### config.mk
export PLATFORM = sky130hd
export DESIGN_NAME = sync_filter_nbit
export DESIGN_NICKNAME = d
export VERILOG_FILES = /design/src/rtl/sync_filter_nbit.sv
export SDC_FILE = /design/constraint.sdc
export NUM_CORES = 1
export LEC_CHECK = 0
export ABC_AREA = 1
export ABC_CLOCK_PERIOD_IN_PS = 2330
export CAP_MARGIN = 0
export CORE_AREA = 2 2 39 41
export CTS_BUF_LIST = sky130_fd_sc_hd__clkbuf_8
export DETAILED_ROUTE_END_ITERATION = 10
export DIE_AREA = 0 0 41 43
export GPL_TIMING_DRIVEN = 1
export PLACE_DENSITY = 0.43
export SYNTH_ARGS = -nofsm -noshare
export SYNTH_HDL_FRONTEND = slang
export SYNTH_SLANG_ARGS = --single-unit
### constraint.sdc
create_clock -name clk -period 2.33 [get_ports clk]
set_input_delay 0.233 -clock clk [delete_from_list [all_inputs] [get_ports clk]]
set_output_delay 0.233 -clock clk [all_outputs]
set_load 0.02 [all_outputs]
### src/rtl/sync_filter_nbit.sv
// Multi-channel level synchroniser with a per-channel stability filter and
// registered rise/fall/change pulses derived from the filtered level.
module sync_filter_nbit #(
    parameter int              WIDTH         = 1,
    parameter int              STAGES        = 2,
    parameter int              FILTER_CYCLES = 1,
    parameter logic [WIDTH-1:0] RESET_VALUE  = '0
) (
    input  logic             clk,
    input  logic             rst,
    input  logic [WIDTH-1:0] in_data,
    output logic [WIDTH-1:0] out_data,
    output logic [WIDTH-1:0] out_rise,
    output logic [WIDTH-1:0] out_fall,
    output logic             out_change
);
    localparam int CNT_W = $clog2(FILTER_CYCLES + 1);
    localparam logic [CNT_W-1:0] CNT_LAST = CNT_W'(FILTER_CYCLES - 1);

    if (STAGES < 2) begin : g_bad_stages
        $error("sync_filter_nbit: STAGES must be >= 2");
    end
    if (FILTER_CYCLES < 1) begin : g_bad_filter
        $error("sync_filter_nbit: FILTER_CYCLES must be >= 1");
    end

    (* async_reg = "true" *) logic [WIDTH-1:0] sync_q [STAGES];
    logic [WIDTH-1:0] sync_d [STAGES];
    logic [WIDTH-1:0] sync_s;

    logic [CNT_W-1:0] cnt_q [WIDTH];
    logic [CNT_W-1:0] cnt_d [WIDTH];
    logic [WIDTH-1:0] data_q, data_d;
    logic [WIDTH-1:0] rise_q, rise_d;
    logic [WIDTH-1:0] fall_q, fall_d;
    logic             change_q, change_d;

    always_comb begin
        sync_d[0] = in_data;
        for (int i = 1; i < STAGES; i++) begin
            sync_d[i] = sync_q[i-1];
        end
    end

    assign sync_s = sync_q[STAGES-1];

    // A differing level must be seen on FILTER_CYCLES consecutive edges; any
    // return to the accepted level clears the partial count.
    always_comb begin
        data_d = data_q;
        rise_d = '0;
        fall_d = '0;
        for (int ch = 0; ch < WIDTH; ch++) begin
            cnt_d[ch] = cnt_q[ch];
            if (sync_s[ch] == data_q[ch]) begin
                cnt_d[ch] = '0;
            end else if (cnt_q[ch] == CNT_LAST) begin
                data_d[ch] = sync_s[ch];
                cnt_d[ch]  = '0;
                rise_d[ch] = sync_s[ch];
                fall_d[ch] = ~sync_s[ch];
            end else begin
                cnt_d[ch] = cnt_q[ch] + CNT_W'(1);
            end
        end
        change_d = |{rise_d, fall_d};
    end

    always_ff @(posedge clk) begin
        if (rst) begin
            for (int i = 0; i < STAGES; i++) begin
                sync_q[i] <= RESET_VALUE;
            end
            for (int ch = 0; ch < WIDTH; ch++) begin
                cnt_q[ch] <= '0;
            end
            data_q   <= RESET_VALUE;
            rise_q   <= '0;
            fall_q   <= '0;
            change_q <= 1'b0;
        end else begin
            for (int i = 0; i < STAGES; i++) begin
                sync_q[i] <= sync_d[i];
            end
            for (int ch = 0; ch < WIDTH; ch++) begin
                cnt_q[ch] <= cnt_d[ch];
            end
            data_q   <= data_d;
            rise_q   <= rise_d;
            fall_q   <= fall_d;
            change_q <= change_d;
        end
    end

    assign out_data   = data_q;
    assign out_rise   = rise_q;
    assign out_fall   = fall_q;
    assign out_change = change_q;

endmodule
==> impl_metrics.json <==
{
  "worstPathCellList": "clkdlybuf4s50_1",
  "synthDominantAreaCellType": "sky130_fd_sc_hd__dfxtp_1",
  "cts_setup_buffers": 0,
  "final_antenna_net_count": 0,
  "relSlewSlack": 0.8608,
  "die-width_um": 41,
  "crit_path_launch_type": "register",
  "post_cts.resized_instances": 0,
  "syn_area_um2": 205.2,
  "static-leakage-power_uw": 0.0001481,
  "totalWireLength_um": 272,
  "crit_path_max_fanout": 3,
  "worst-setup-path-type": "register to output pin",
  "ys_dominant_reg_cell": "sky130_fd_sc_hd__dfxtp_1",
  "detailed_place_hpwl_um": 218.2,
  "net-switching-power_uw": 67.31,
  "number_of_max_cap_violations": 0,
  "cts-buffers-inserted": 3,
  "pin_count": 7,
  "placeable_core_region_um2": 1384,
  "yosysUniqueCellTypes": 6,
  "vias": 158,
  "tns_ns": 0,
  "postSynth.asyncResetShare": 0,
  "critical_path.top_delay_family": "buffers and inverters",
  "clk_transition_reported_paths_ns": 0.03,
  "power_density_nw_per_um2": 955.0,
  "cts-root-to-sink-buffers": 2,
  "grt_first_pass_wirelength_um": 379,
  "routabilityCongestion": 0.7173,
  "synthesis.instances": 24,
  "timing.reg2reg.worst_path_depth": 5,
  "seqPwrFrac": 0.371,
  "crit_path_capture_type": "output pin",
  "yosysWarnings": 0,
  "hold_depth": 2,
  "clock_power_share": 0.484,
  "holdCritStartpoint": "sync_q[0][0]",
  "clock_root_buffer_master": "sky130_fd_sc_hd__clkbuf_8",
  "pin_count_of_the_biggest_net_entering_global_routing": 7,
  "synthesis.nets": 29,
  "final_net_count": 40,
  "slew_viol_final": 0,
  "floorplan_die_height_um": 43,
  "count_of_port_buffers_added_during_placement": 6,
  "postSynthAreaPerCell_um2": 8.550,
  "grt_antenna_before_repair": 0,
  "seq_area_frac_synth": 0.5854,
  "timing.critical_path.arrival_ns": 1.16,
  "power.combinational.fraction": 0.145,
  "design.die.area_um2": 1763,
  "synthTopCellsByCount": "sky130_fd_sc_hd__nor2_1 (7), sky130_fd_sc_hd__dfxtp_1 (6), sky130_fd_sc_hd__inv_1 (6), sky130_fd_sc_hd__ha_1 (2), sky130_fd_sc_hd__nand2_1 (2)",
  "post-route-worst-setup-slack_ns": 0.9355,
  "setup.reg_to_reg.worst_slack_ns": 1.34,
  "cts_sinks": 6,
  "timing.final.setup_violations": 0,
  "synth_top_area_share": 0.5854,
  "grt.total_usage": 0.04317,
  "globalRouteOverflowTotal": 0,
  "synth_top_cells_by_area": "sky130_fd_sc_hd__dfxtp_1 (59%), sky130_fd_sc_hd__nor2_1 (13%), sky130_fd_sc_hd__ha_1 (12%)",
  "power.internal_uw": 244.6,
  "worst_r2r_startpoint": "out_data",
  "detail_route.drc_violations": 0,
  "iteration_count_of_the_initial_detailed_routing_pass": 4,
  "critical-path-max-stage-delay_ns": 0.61,
  "fin_crit_sh": 0.5985,
  "max_slew.worst_pin.slew_ns": 0.2081,
  "crit_slowest_cell": "sky130_fd_sc_hd__clkdlybuf4s50_1",
  "yosysMostFrequentCell": "sky130_fd_sc_hd__nor2_1",
  "cts_hold_buffers": 0,
  "worst-path-buf-inv": 1,
  "rsz0062_at_grt": "no",
  "synth.ff_latch_count": 6,
  "insertion_delay_ns": 0.22,
  "syn2layout_area_growth_pct": 59.15,
  "hold_end": "sync_q[0][1]",
  "detailedPlace.worstSlack_ns": 1.159,
  "r2r_end": "out_data",
  "vdd.ir_drop.worst_mv": 0.3126,
  "detail_route.wl_per_cell_um": 5.551,
  "n_antenna_cell": 0,
  "final_hold_violation_count": 0,
  "first_global_vias": 110,
  "drt_iter0_drc": 2,
  "cts_tree": "built",
  "status": "finished, final reports clean",
  "synth_edf_count": 0,
  "critPathRequiredTime_ns": 2.10,
  "hp-class": "register to register",
  "post_route_cells_drive_above_1_share": 0.1212,
  "finalWorstPathRequiredPeriod_ns": 1.395,
  "detail_route.vias_per_cell": 3.224,
  "switching_share": 0.2158,
  "std_cell_rows": 14,
  "fmax_mhz": 717.1,
  "ctsHtreeMaxLevel": 1,
  "floorplan.initialDensity": 0.1483,
  "clock-skew-final_ns": 0.001692
}
[routing by layer]
metal | share of wire | global-route usage | vias up | wire [um]
met3 | 0.17 | 0.06283 | 2 | 46
met4 | 0.040 | 0.06000 | 0 | 11
met2 | 0.40 | 0.04375 | 9 | 108
li1 | - | - | 85 | -
met1 | 0.39 | 0.02572 | 62 | 105
met5 | 0 | 0 | - | 0
[cell type report]
type | instances | area [um^2]
Sequential cell | 6 | 120.1
Timing Repair Buffer | 6 | 60.06
Clock buffer | 3 | 41.29
Fill cell | 147 | 1057
Tap cell | 16 | 20.02
Inverter | 7 | 26.28
Multi-Input combinational cell | 11 | 58.81
[power by group through the flow]
| stage | combinational, uW | clock (uW) | sequential (uW) |
|---|---|---|---|
| after floorplan | 16.1 | 0 | 126 |
| after global placement | 46.1 | 0 | 117 |
| after detailed placement | 45.6 | 0 | 117 |
| after CTS | 45.7 | 157 | 116 |
| after global routing | 50.5 | 163 | 116 |
| final | 45.1 | 151 | 116 |
[how the worst max path moves through the flow]
stage                         from       end  slack [ns]  cells after the start
final                     out_data  out_data        0.94                      1
after global placement    out_data  out_data        1.17                      1
after global routing      out_data  out_data        0.90                      1
after detailed placement  out_data  out_data        1.16                      1
after CTS                 out_data  out_data        0.92                      1
after floorplan           out_data  out_data        1.25                      4
[cell families after synthesis]
kind of cell,after synthesis,synth area share
buffers and inverters,7,0.1280
flip-flops,6,0.5854
AND/OR/NAND/NOR,9,0.1647
adder cells (fa/ha/maj),2,0.1219
[cells in the final DEF (no fill, tap or decap)]
cell type and n:
sky130_fd_sc_hd__nand2_1 2, sky130_fd_sc_hd__clkdlybuf4s50_1 6, sky130_fd_sc_hd__dfxtp_1 6, sky130_fd_sc_hd__inv_1 6, sky130_fd_sc_hd__inv_2 1, sky130_fd_sc_hd__ha_1 2
sky130_fd_sc_hd__nor2_1 7, sky130_fd_sc_hd__clkbuf_8 3
[state kept, by name (all words and copies together), names as in the netlist]
signal / cells
out_fall: 1
out_rise: 1
sync_q: 2
out_change: 1
out_data: 1
[through the flow]
step | hold WS [ns] | utilization | instance area (um^2) | total power (uW) | std cells
global placement | 0.3952 | 0.2061 | 285.3 | 163.2 | 46
finish | 0.3960 | 0.2360 | 326.6 | 311.9 | 49
floorplan | 0.2997 | - | 205.2 | 142.1 | 24
detailed placement | 0.3931 | 0.2061 | 285.3 | 163.0 | 46
CTS | 0.3977 | 0.2360 | 326.6 | 318.9 | 49
global route | 0.4015 | 0.2360 | 326.6 | 330.3 | 49
Power figures use the tool's default switching activity.
